## config.mk

```make
export PLATFORM = sky130hd
export DESIGN_NAME = ram_burst_reader
export DESIGN_NICKNAME = d
export VERILOG_FILES = /design/src/rtl/ode_sender_pkg.sv /design/src/rtl/ram_burst_reader_sync_fifo2.sv /design/src/rtl/ram_burst_reader.sv
export SDC_FILE = /design/constraint.sdc
export NUM_CORES = 1
export LEC_CHECK = 0
export ABC_AREA = 1
export CORE_MARGIN = 4
export CORE_UTILIZATION = 47
export CTS_BUF_LIST = sky130_fd_sc_hd__clkbuf_2 sky130_fd_sc_hd__clkbuf_4 sky130_fd_sc_hd__clkbuf_8
export CTS_CLUSTER_SIZE = 14
export DETAILED_ROUTE_END_ITERATION = 16
export PLACE_DENSITY = 0.82
export SYNTH_ARGS = -nofsm -noshare
export SYNTH_HDL_FRONTEND = slang
export SYNTH_SLANG_ARGS = --single-unit
```

## constraint.sdc

```tcl
create_clock -name CLK -period 3.3 [get_ports CLK]
set_input_delay 0.495 -clock CLK [delete_from_list [all_inputs] [get_ports CLK]]
set_output_delay 0.495 -clock CLK [all_outputs]
set_load 0.005 [all_outputs]
```

## src/rtl/ode_sender_pkg.sv

```systemverilog
// Shared definitions for the sender datapath: burst-reader FSM state codes and
// default widths used by both the RAM reader and the serializer.
package ode_sender_pkg;

  localparam int ADDRESS_WIDTH_DEF = 13;
  localparam int DATA_WIDTH_DEF    = 64;

  typedef logic [1:0] state_t;

  localparam logic [1:0] ST_IDLE   = 2'd0;
  localparam logic [1:0] ST_READ   = 2'd1;
  localparam logic [1:0] ST_DRAIN  = 2'd2;
  localparam logic [1:0] ST_FINISH = 2'd3;

endpackage

```

## src/rtl/ram_burst_reader_sync_fifo2.sv

```systemverilog
// Two-entry synchronous FIFO carrying {last, data}. Head entry is presented
// combinationally from storage; push and pop may happen in the same cycle, even when full.
module sync_fifo2 #(
  parameter int W = 65
) (
  input  logic         CLK,
  input  logic         RST,
  input  logic         push,
  input  logic [W-1:0] push_data,
  input  logic         pop,
  output logic [W-1:0] head,
  output logic         full,
  output logic         empty
);

  logic [W-1:0] mem [2];
  logic         wr_ptr;
  logic         rd_ptr;
  logic [1:0]   count;

  // When full, wr_ptr == rd_ptr: a simultaneous push overwrites the slot being popped.
  always_ff @(posedge CLK) begin
    if (!RST) begin
      mem[0] <= '0;
      mem[1] <= '0;
      wr_ptr <= 1'b0;
      rd_ptr <= 1'b0;
      count  <= 2'd0;
    end else begin
      if (push) begin
        mem[wr_ptr] <= push_data;
        wr_ptr      <= ~wr_ptr;
      end
      if (pop) begin
        rd_ptr <= ~rd_ptr;
      end
      count <= count + {1'b0, push} - {1'b0, pop};
    end
  end

  assign head  = mem[rd_ptr];
  assign full  = (count == 2'd2);
  assign empty = (count == 2'd0);

endmodule

```

## src/rtl/ram_burst_reader.sv

```systemverilog
// Burst read master: walks a wrapping RAM address range and streams words out.
// Define RAM_BURST_READER_CHECKSUM_EN to append an XOR checksum word to each non-empty burst.
module ram_burst_reader
  import ode_sender_pkg::*;
#(
  parameter int ADDRESS_WIDTH = ADDRESS_WIDTH_DEF,
  parameter int DATA_WIDTH    = DATA_WIDTH_DEF
) (
  input  logic                     CLK,
  input  logic                     RST,
  input  logic                     start,
  input  logic [ADDRESS_WIDTH-1:0] base_addr,
  input  logic [ADDRESS_WIDTH:0]   word_count,
  output logic                     busy,
  output logic                     done,
  output logic [ADDRESS_WIDTH-1:0] rd_addr,
  input  logic [DATA_WIDTH-1:0]    rd_data,
  output logic [DATA_WIDTH-1:0]    out_data,
  output logic                     out_valid,
  input  logic                     out_ready,
  output logic                     out_last
);

  localparam int CW = ADDRESS_WIDTH + 2;

  state_t                 state;
  logic [CW-1:0]          remaining;
  logic [CW-1:0]          total;
  logic                   fifo_full;
  logic                   fifo_empty;
  logic                   push;
  logic                   pop;
  logic                   push_last;
  logic [DATA_WIDTH-1:0]  push_data;
  logic [DATA_WIDTH:0]    fifo_head;

  assign pop       = out_valid & out_ready;
  assign push      = (state == ST_READ) && (!fifo_full || pop);
  assign push_last = (remaining == CW'(1));

`ifdef RAM_BURST_READER_CHECKSUM_EN
  logic [DATA_WIDTH-1:0] csum;

  // One extra slot in the burst for the checksum word.
  assign total     = CW'(word_count) + CW'(word_count != '0);
  assign push_data = push_last ? csum : rd_data;

  always_ff @(posedge CLK) begin
    if (!RST) begin
      csum <= '0;
    end else if (state == ST_IDLE && start) begin
      csum <= '0;
    end else if (push && !push_last) begin
      csum <= csum ^ rd_data;
    end
  end
`else
  assign total     = CW'(word_count);
  assign push_data = rd_data;
`endif

  sync_fifo2 #(.W(DATA_WIDTH + 1)) u_fifo (
    .CLK       (CLK),
    .RST       (RST),
    .push      (push),
    .push_data ({push_last, push_data}),
    .pop       (pop),
    .head      (fifo_head),
    .full      (fifo_full),
    .empty     (fifo_empty)
  );

  assign out_valid = !fifo_empty;
  assign out_last  = fifo_head[DATA_WIDTH];
  assign out_data  = fifo_head[DATA_WIDTH-1:0];

  always_ff @(posedge CLK) begin
    if (!RST) begin
      state     <= ST_IDLE;
      rd_addr   <= '0;
      remaining <= '0;
    end else begin
      case (state)
        ST_IDLE: begin
          if (start) begin
            rd_addr   <= base_addr;
            remaining <= total;
            state     <= (word_count == '0) ? ST_FINISH : ST_READ;
          end
        end
        ST_READ: begin
          if (push) begin
            rd_addr   <= rd_addr + 1'b1;
            remaining <= remaining - 1'b1;
            if (push_last) begin
              state <= ST_DRAIN;
            end
          end
        end
        ST_DRAIN: begin
          if (pop && out_last) begin
            state <= ST_FINISH;
          end
        end
        default: begin
          state <= ST_IDLE;
        end
      endcase
    end
  end

  assign busy = (state != ST_IDLE);
  assign done = (state == ST_FINISH);

endmodule

```

# Word-level counts from Yosys, hierarchy flattened

Memory sizes are Yosys's and may differ from the RTL's. A register that Yosys moved wholly into a read port is not among the register bits.
Index checks and enable logic that the tools add are counted.

Bits in writable memories: 130
Logic and storage cells: 57
Input port bits: 95
Register bits: 34
Memories: 1

Reduce and logical (&&, ||, !) cells: 13
Eq/ne operators: 9
Bitwise operators: 3
Add/sub/neg operators: 4
Multiplexer cells: 21

Memory list:

| memory     | depth | bits a word | rd ports | clocked after memory_dff | wr ports | line                              | source |
|---|---|---|---|---|---|---|---|
| u_fifo.mem | 2     | 65          | 1        | 1                        | 2        | ram_burst_reader_sync_fifo2.sv:16 | `logic [W-1:0] mem [2];` |

Operators with widths:

| cell                    | number |
|---|---|
| $mux W65                | 1 |
| $reduce_or A65 Y1       | 1 |
| $mux W15                | 2 |
| $pmux W15 S2            | 1 |
| $mux W13                | 2 |
| $pmux W13 S2            | 1 |
| $eq A15 B1 Y1 const B   | 1 |
| $sub A15 B1 Y15 const B | 1 |
| $logic_not A14 Y1       | 1 |
| $add A13 B1 Y13 const B | 1 |
| $mux W2                 | 5 |
| $mux W1                 | 8 |
| $eq A2 B2 Y1 const B    | 3 |
| $ne A2 B2 Y1 const B    | 3 |
| $pmux W2 S3             | 1 |
| $logic_not A2 Y1        | 2 |
| $reduce_and A4 Y1       | 1 |
| $reduce_bool A2 Y1      | 2 |
| $reduce_and A3 Y1       | 1 |
| $add A2 B1 Y2           | 1 |
| $eq A2 B1 Y1 const B    | 1 |
| $logic_and A1 B1 Y1     | 2 |
| $logic_not A1 Y1        | 2 |
| $ne A2 B1 Y1 const B    | 1 |
| other kinds (4)         | 5 |

# Logic depth before layout (Yosys ltp)

Gate-level depths: netlist of run 1.

Depth in word-level cells: 10
Mapped depth: 10
Mapped depth without buffers: 10

# Modules after synthesis

A second synthesis of run 1 with hierarchy kept.

Cells, all modules: 818
Area total of the unflattened synthesis: 8,081.5 um^2

Modules (own cells, without submodules):

| module           | instances | cells an instance | area an instance (um^2) | sequential area each (um^2) |
|---|---|---|---|---|
| sync_fifo2       | 1         | 444               | 5,871.9                 | 4,003.8 |
| ram_burst_reader | 1         | 374               | 2,209.6                 | 600.6 |

# Worst setup path after synthesis of run 1

Ideal clock, no wire load.

Path type: register -> register
Start: register state[1]
End: memory u_fifo.mem[1][0] (enable)
Setup time: 0.697 ns
Data arrival time: 2.398 ns
Slack: 0.205 ns
Clock period less this slack: 3.095 ns
Cell stages (with the launch flop): 10
Data required time: 2.603 ns
Cells stage by stage: dfxtp_1 -> inv_1 -> ha_1 -> buf_2 -> nand2_1 -> inv_1 -> nand3_1 -> buf_2 -> buf_2 -> nand2_1

RTL lines:

| item                   | line                              | source |
|---|---|---|
| from (decl)            | ram_burst_reader.sv:26            | `state_t state;` |
| from (signal assigned) | ram_burst_reader.sv:88            | `state <= (word_count == '0) ? ST_FINISH : ST_READ;` |
| to (decl)              | ram_burst_reader_sync_fifo2.sv:16 |  |

==> results_dict.tcl, run 1 <==
set metrics [dict create \
    synthArstFlopShare_pct 0 \
    r2r_slack_ns 1.02 \
    cts_setup_buffers 0 \
    status "finished clean" \
    grt_usage_pct 18.8 \
    final_cell_area_um2 10200 \
    initial_core_util_pct 48.6 \
    antenna_found_initial 1 \
    min_period_over_period_pct 80.8 \
    min_from "u_fifo.rd_ptr$_SDFFE_PN0P_" \
    grt_max_degree 67 \
    die_area_um2 18800 \
    start_kind "flop" \
    clock-root-buffer "clkbuf_8" \
    synth_nets 921 \
    fin_tns_setup_ns 0 \
    peakVddDrop_mv 0.391 \
    seq_area_um2 4610 \
    synth_cell_types 26 \
    pwr-share-seq_pct 40.1 \
    synthCells 817 \
    grt_overflow_total 0 \
    cp.required_ns 2.80 \
    cts_tree "yes" \
    maxSlewViolCount 0 \
    yosys-top-cells-area "edfxtp_1 50%, nor2_1 10%, mux2_2 9.2%, dfxtp_1 8.9%, nand2_1 5.5%" \
    r2r-end "remaining[5]$_SDFFE_PN0P_" \
    cts_hold_buf 0 \
    core_um2 16100 \
    io_buffers 175 \
    cts_buffers 17 \
    syn_avg_cell_area_um2 9.60 \
    setup_violations 0 \
    multi_input_area_um2 2680 \
    drtIter0Drc 357 \
    dominantRegCellSynth "edfxtp_1" \
    powerDensity_nw_per_um2 720 \
    critPathMaxFanout 18 \
    die_w_um 137 \
    postRouteAntennaNets 0 \
    worstHoldPathType "flop to flop" \
    final.setup_skew_ns 0.0133 \
    hold_depth 1 \
    insertion_delay_ns 0.44 \
    rsz0062_at_grt "false" \
    power.leakage_nw 4.26 \
    layout_min_cycle_time_ns 2.67 \
    cts_resized 0 \
    vias_per_cell 4.95 \
    num_vias 6029 \
    criticalPathCategory "flop to output pin" \
    place_congestion 0.889 \
    synth.most_common_cell "nor2_1" \
    yosysSeqAreaShare_pct 58.7 \
    nFillCells 1285 \
    maxClockFrequency_ghz 0.375 \
    p_clk_share_pct 19.1 \
    grt_pass1_wl_um 27700 \
    slew_headroom_pct 46.8 \
    power.internal_mw 4.78 \
    clock_sink_count 165 \
    clockBufferDepth 2 \
    synth_edf_count 130 \
    clkTransAtPathRegs_ns 0.08 \
    rr_startpoint "state[1]$_SDFFE_PN0P_" \
    final_layout_size_suffix_gt1_share_pct 11.4 \
    cap_violations 0 \
    final_nets 1091 \
    syn_area_um2 7840 \
    netSwitchingFraction_pct 35.0 \
    yosys.area.top_type_share_pct 49.8 \
    drcViolationCount 0 \
    crit_path_end_kind "output pin" \
    first_global_vias 5783 \
    ios 176 \
    dpl.cell_count 1184 \
    synth_top_cell_by_area "edfxtp_1" \
    h-tree-depth 4 \
    drt-pass1-iter-count 5 \
    p_comb_share_pct 40.8 \
    hold_viol 0 \
    area_growth_pct 30.5 \
    ys_warn_count 0 \
    total_power_mw 7.36 \
    place_area_um2 9840 \
    hpwl_um 12200 \
    ys_ff_latch 165 \
    netSwitchingPower_mw 2.58 \
    wl_um 17600 \
    avgRoutedWirePerCell_um 14.5 \
    tightest_slew_ns 0.796 \
    ff2ff_path_depth 8 \
    rows 46 \
    fin_cells 1217 \
    cp.arrival_ns 2.17 \
    die_y_um 137 \
    hold_ws_ns 0.452 \
    synthTopCellsByCount "211 x nor2_1, 130 x edfxtp_1, 114 x nand2_1" \
]
==> power groups by stage <==
stage	logic, mW	clock network [mW]	registers, mW
floorplan	1.86	0	2.93
global placement	2.97	0	2.98
detailed placement	3.00	0	2.99
CTS	3.03	1.44	2.95
global route	3.36	1.53	3.00
finish	3.00	1.41	2.95
==> worst max path at each step <==
| stage | to | depth (start not counted) | slack, ns | start |
|---|---|---|---|---|
| floorplan | u_fifo.mem[1][0]$_SDFFCE_PN0P_ | 9 | 0.21 | state[1]$_SDFFE_PN0P_ |
| global placement | u_fifo.mem[1][43]$_SDFFCE_PN0P_ | 8 | 0.87 | out_ready |
| detailed placement | u_fifo.mem[1][34]$_SDFFCE_PN0P_ | 8 | 0.86 | out_ready |
| CTS | out_data[54] | 3 | 0.59 | flop |
| global route | out_data[54] | 3 | 0.55 | flop |
| finish | out_data[54] | 3 | 0.63 | flop |
==> layout make-up <==
type                       count  share of cell area [%]
antenna                        1                  0.0245
clock buffer                  17                    2.29
clock inverter                15                    1.49
inverter                     105                    3.85
multi-input combinational    511                    26.2
sequential                   165                    45.0
tap                          216                    2.64
timing repair buffer         187                    18.5
==> logic make-up (layout without fill, tap and decap cells) <==
logic type	count (synthesis)	in the layout	share of synthesized area, %
AND/OR/NAND/NOR	376	376	19.1
AO/OA/AOI/OAI	57	57	3.73
multiplexers	65	65	9.32
XOR/XNOR	4	4	0.447
other	0	1	0
buffers and inverters	141	324	7.28
adder cells (fa/ha/maj)	9	9	1.44
flip-flops	165	165	58.7
==> cell usage in the layout (no fill, tap or decap) <==
cell type          n
clkdlybuf4s50_1  175
nand3_2            1
nand2_1          111
or2_2              1
mux2_2            64
ha_1               9
nor3_1             3
o211ai_2           1
nand3b_1           2
inv_6              3
or2_1              1
edfxtp_1         130
inv_2              2
clkinv_2           1
nand4_1            6
nor4_1             2
bufinv_16          2
inv_1            103
a21oi_1           34
clkinvlp_4         4
and2_1             1
clkinv_1           3
o21ai_0           22
clkinv_4           1
buf_4              8
diode_2            1
buf_12             4
mux2i_1            1
dfxtp_2            1
clkbuf_8          17
xor2_1             4
inv_8              1
nand3_1           34
nor2_1           211
dfxtp_1           34
nand2_2            3
==> worst max-delay path, stage by stage (launching register included) <==
cell and delay [ns]:
dfxtp_2 0.52, buf_4 0.34, mux2_2 0.39, clkdlybuf4s50_1 0.49
==> stage by stage <==
stage | setup slack (ns) | utilization (%)
2_1_floorplan | 0.205 | -
3_3_place_gp | 0.873 | 61.1
3_5_place_dp | 0.858 | 61.1
4_1_cts | 0.592 | 63.5
5_1_grt | 0.551 | 63.5
6_report | 0.633 | 63.5
==> per-layer routing <==
layer	global-route usage, %	routed length, µm	up-vias
li1	-	-	2997
met1	23.2	7160	2812
met2	32.5	8910	199
met3	4.78	1320	21
met4	6.04	258	0
met5	0	0	-
==> flip-flops by register name (all words and copies together), names as in the netlist, named ones only <==
register	flops
rd_addr	13
remaining	15
u_fifo.rd_ptr	1
u_fifo.count	2
state	2
u_fifo.wr_ptr	1
u_fifo.mem	130
Power figures use the tool's default switching activity.
==> run 2: changes to the inputs <==
Settings changed: CORE_UTILIZATION 47 to 52, PLACE_DENSITY 0.82 to 0.86.
Clock period 3.3 ns to 2.6 ns, I/O delays scaled along.
==> run 2 against run 1 <==
  * Critical path depth unchanged
  * Design area up 0.44%
  * Count of clock-buffer cells in the layout increased by 1
  * Global-route usage increased by 2.5 points
  * Wire length grew 2.5%
  * Largest power group unchanged
  * Register-to-register slack got worse by 0.55 ns
  * Core utilization grew 6.7 points
  * Non-clock buffer count increased by 6
  * Sequential cell count unchanged
  * Clock skew up 0.0056 ns
==> results_dict.tcl, run 2 (same netlist as run 1, synthesis figures left out) <==
set metrics [dict create \
    status "finished clean" \
    min_period_over_period_pct 89.4 \
    largest_register_ffs 130 \
    cts_tree "yes" \
    peakVddDrop_mv 0.527 \
    r2r_slack_ns 0.47 \
    cp.required_ns 2.21 \
    initial_core_util_pct 53.5 \
    hpwl_um 12900 \
    crit_buf_inv 2 \
    reg.largest.list "u_fifo.mem (130), remaining (15), rd_addr (13)" \
    cts_setup_buffers 0 \
    clock-root-buffer "clkbuf_8" \
    worst_slack_ns 0.277 \
    slowest_delay_ns 0.47 \
    r2r-end "remaining[14]$_SDFFE_PN0P_" \
    cp.arrival_ns 1.93 \
    cts_resized 0 \
    critPathMaxFanout 27 \
    crit_chain "buf_12, mux2_2, clkdlybuf4s50_1" \
    cap_violations 0 \
    clkTransAtPathRegs_ns 0.08 \
    rsz0062_at_grt "false" \
    cts_buffers 17 \
    maxSlewViolCount 0 \
    grt_overflow_total 0 \
    start_kind "flop" \
    final_layout_size_suffix_gt1_share_pct 12.2 \
    path_delay_family "buffers and inverters" \
    drt-pass1-iter-count 4 \
    area_growth_pct 31.0 \
    final_nets 1097 \
    wl_um 18100 \
    nFillCells 1053 \
    grt_max_degree 67 \
    setup_violations 0 \
    grt_pass1_wl_um 28400 \
    slew_headroom_pct 46.0 \
    cts_hold_buf 0 \
    antenna_found_initial 0 \
    criticalPathCategory "flop to output pin" \
    first_global_vias 5973 \
    final.setup_skew_ns 0.0189 \
    vias_per_cell 5.10 \
    die_y_um 131 \
    final_common_cell "nor2_1" \
    clock_sink_count 165 \
    largest-register "u_fifo.mem" \
    fin_tns_setup_ns 0 \
    die_area_um2 17100 \
    worst-path-stages 3 \
    rr_startpoint "state[0]$_SDFFE_PN0P_" \
    worstHoldPathType "flop to flop" \
    layout_min_cycle_time_ns 2.32 \
    powerDensity_nw_per_um2 915 \
    maxClockFrequency_ghz 0.430 \
    io_buffers 175 \
    critPathCapture "out_data[26]" \
    clockBufferDepth 2 \
    num_vias 6070 \
    tightest_slew_ns 0.808 \
    avgRoutedWirePerCell_um 15.2 \
    ios 176 \
    n_antenna_cell 0 \
    hold_viol 0 \
    ff2ff_path_depth 8 \
    postRouteAntennaNets 0 \
    crit_path_end_kind "output pin" \
    die_w_um 131 \
    power.leakage_nw 4.31 \
    rows 44 \
    drtIter0Drc 391 \
    grt_usage_pct 21.3 \
    drcViolationCount 0 \
    fin_util_pct 70.2 \
    core_um2 14600 \
    place_congestion 0.876 \
    mostFrequentLayoutCells "211 x nor2_1, 175 x clkdlybuf4s50_1, 130 x edfxtp_1" \
    insertion_delay_ns 0.45 \
    slowest_stage "clkdlybuf4s50_1" \
    h-tree-depth 4 \
    dpl_worst_slack_ns 0.337 \
]
[run 2: cell types whose count changed in the layout (fill, tap and decap cells not counted), sizes merged]
cell	before	now
buf	12	18
bufinv	2	1
clkbuf	17	18
clkinvlp	4	3
diode	1	0
inv	109	110
[run 2: report_power, final]
part	internal, mW	switching, mW	leakage [nW]
Sequential	3.42	0.323	1.64
Clock	0.776	0.939	0.185
Combinational	1.89	2.05	2.49
Total	6.08	3.31	4.31
[run 2: layout make-up]
cell class	count	area [µm²]	share of cell area (%)
clock inverter	14	125	1.22
tap	184	230	2.24
clock buffer	18	241	2.35
inverter	105	394	3.84
multi-input combinational	511	2680	26.1
sequential	165	4610	44.8
timing repair buffer	193	2000	19.5
[run 2: through the flow]
| stage | hold WS (ns) | power, mW | cell area (µm²) | std cells |
|---|---|---|---|---|
| floorplan | 0.426 | 6.08 | 7850 | 817 |
| global placement | 0.433 | 7.62 | 9910 | 1158 |
| detailed placement | 0.440 | 7.73 | 9910 | 1158 |
| CTS | 0.453 | 9.44 | 10300 | 1190 |
| global route | 0.473 | 10.0 | 10300 | 1190 |
| finish | 0.455 | 9.40 | 10300 | 1190 |
[run 2: per-layer routing]
| layer | GRT usage, % | routed length, µm |
|---|---|---|
| met1 | 26.7 | 7330 |
| met4 | 6.41 | 247 |
| met5 | 0 | 0 |
| met3 | 4.23 | 1300 |
| met2 | 37.5 | 9210 |
[run 2: how the worst min path moves through the flow]
stage / start / endpoint / slack [ns] / cells after the start
CTS: u_fifo.rd_ptr$_SDFFE_PN0P_ / flop / 0.45 / 1
global placement: u_fifo.rd_ptr$_SDFFE_PN0P_ / flop / 0.43 / 1
global route: u_fifo.rd_ptr$_SDFFE_PN0P_ / flop / 0.47 / 1
detailed placement: u_fifo.rd_ptr$_SDFFE_PN0P_ / flop / 0.44 / 1
finish: u_fifo.rd_ptr$_SDFFE_PN0P_ / flop / 0.45 / 1
floorplan: u_fifo.rd_ptr$_SDFFE_PN0P_ / flop / 0.43 / 1
[run 2: worst reg2reg max path: cells and delay by family, from the launching register on]
family | cells | cell delay, ns
fa+ha+maj | 1 | 0.26
compound gates | 1 | 0.68
buf+inv | 2 | 0.39
simple gates | 4 | 0.31
flops | 1 | 0.38
==> run 3: changes to the inputs <==
Settings changed: CORE_ASPECT_RATIO from default to 0.8, PLACE_DENSITY 0.86 to 0.82, SKIP_CTS_REPAIR_TIMING from default to 1.
==> run 3 against run 2 <==
  * Die area barely moved
  * Non-clock buffer count down 5
  * Worst hold slack gained 0.010 ns
  * Count of clock-buffer cells in the layout did not move
  * Largest cell class unchanged
==> results_dict.tcl, run 3 (same netlist as run 1, synthesis figures left out) <==
set metrics [dict create \
    largest_register_ffs 130 \
    reg.largest.list "u_fifo.mem (130), remaining (15), rd_addr (13)" \
    cp.required_ns 2.21 \
    rr_startpoint "state[0]$_SDFFE_PN0P_" \
    start_kind "flop" \
    drtIter0Drc 468 \
    critPathMaxFanout 43 \
    peakVddDrop_mv 0.646 \
    die_area_um2 17100 \
    wl_um 18100 \
    first_global_vias 5709 \
    io_buffers 175 \
    num_vias 5963 \
    clkTransAtPathRegs_ns 0.09 \
    maxSlewViolCount 0 \
    r2r_slack_ns 0.49 \
    largest-register "u_fifo.mem" \
    die_y_um 118 \
    ff2ff_path_depth 7 \
    final_layout_size_suffix_gt1_share_pct 11.7 \
    crit_path_end_kind "output pin" \
    final_nets 1092 \
    initial_core_util_pct 53.9 \
    power.leakage_nw 4.26 \
    cap_violations 0 \
    nFillCells 1087 \
    powerDensity_nw_per_um2 916 \
    postRouteAntennaNets 0 \
    hold_ws_ns 0.465 \
    fin_cells 1185 \
    rows 39 \
    grt_usage_pct 21.0 \
    clockBufferDepth 2 \
    slew_headroom_pct 46.7 \
    antenna_found_initial 0 \
    crit_chain "buf_12, mux2_2, clkdlybuf4s50_1" \
    slowest_stage "clkdlybuf4s50_1" \
    core_um2 14500 \
    area_growth_pct 30.4 \
    seq_area_um2 4610 \
    cts_buffers 17 \
    cts_tree "yes" \
    grt_overflow_total 0 \
    cp.arrival_ns 2.07 \
    final.setup_skew_ns 0.0139 \
    slowest_delay_ns 0.48 \
    setup_violations 0 \
    clock_sink_count 165 \
    min_period_over_period_pct 94.7 \
    h-tree-depth 4 \
    insertion_delay_ns 0.46 \
    drt-pass1-iter-count 5 \
    worstHoldPathType "flop to flop" \
    place_area_um2 9850 \
    worst_slack_ns 0.137 \
    place_congestion 0.887 \
    hpwl_um 12700 \
    avgRoutedWirePerCell_um 15.3 \
    multi_input_area_um2 2690 \
    fin_tns_setup_ns 0 \
    ios 176 \
    drcViolationCount 0 \
    final_common_cell "nor2_1" \
    mostFrequentLayoutCells "211 x nor2_1, 175 x clkdlybuf4s50_1, 130 x edfxtp_1" \
    criticalPathCategory "flop to output pin" \
    final_cell_area_um2 10200 \
    rsz0062_at_grt "false" \
    r2r-end "remaining[10]$_SDFFE_PN0P_" \
    maxClockFrequency_ghz 0.406 \
    clock-root-buffer "clkbuf_8" \
    grt_pass1_wl_um 28700 \
    hold_viol 0 \
    vias_per_cell 5.03 \
    dpl.cell_count 1153 \
    status "finished clean" \
    layout_min_cycle_time_ns 2.46 \
    dpl_worst_slack_ns 0.403 \
    die_w_um 145 \
    tightest_slew_ns 0.797 \
    n_antenna_cell 0 \
    critPathCapture "out_data[0]" \
    grt_max_degree 67 \
]
==> run 3: area by class of cell <==
type / count / area share (%)
clock buffers: 18 / 2.36
clock inverters: 14 / 1.26
inverters: 105 / 3.85
multi-input cells: 511 / 26.3
flip-flops and latches: 165 / 45.1
well taps: 184 / 2.25
repair buffers: 188 / 18.9
==> run 3: worst min-delay path by stage <==
stage                               start                         end  slack, ns  cells past startpoint
2_1_floorplan  u_fifo.rd_ptr$_SDFFE_PN0P_                        flop       0.43                      1
3_3_place_gp   u_fifo.rd_ptr$_SDFFE_PN0P_                        flop       0.44                      1
3_5_place_dp   u_fifo.rd_ptr$_SDFFE_PN0P_  u_fifo.rd_ptr$_SDFFE_PN0P_       0.44                      1
4_1_cts        u_fifo.rd_ptr$_SDFFE_PN0P_  u_fifo.rd_ptr$_SDFFE_PN0P_       0.45                      1
5_1_grt        u_fifo.rd_ptr$_SDFFE_PN0P_  u_fifo.rd_ptr$_SDFFE_PN0P_       0.50                      1
6_report       u_fifo.rd_ptr$_SDFFE_PN0P_  u_fifo.rd_ptr$_SDFFE_PN0P_       0.46                      1
==> run 3: stage by stage <==
step	power, mW	utilization, %
6_report	9.36	70.3
5_1_grt	9.99	70.3
4_1_cts	9.41	70.3
3_5_place_dp	7.67	67.8
3_3_place_gp	7.57	67.8
2_1_floorplan	6.08	-
==> run 3: routing by layer <==
metal / vias up / routed length (µm) / track usage (%)
li1: 2991 / - / -
met1: 2769 / 8080 / 27.9
met4: 0 / 350 / 7.24
met3: 20 / 1140 / 5.23
met2: 183 / 8530 / 33.7
met5: - / 0 / 0
==> run 3: worst max-delay path: cells and delay by family, from the launching register on <==
| kind | cells | cell delay (ns) |
|---|---|---|
| buf+inv | 2 | 0.75 |
| flops | 1 | 0.47 |
| mux | 1 | 0.37 |
==> run 3: report_power, final <==
part	internal, mW	switching [mW]	total [mW]
clock network	0.772	0.958	1.73
registers	3.42	0.337	3.76
logic	1.83	2.04	3.87
total	6.02	3.34	9.36
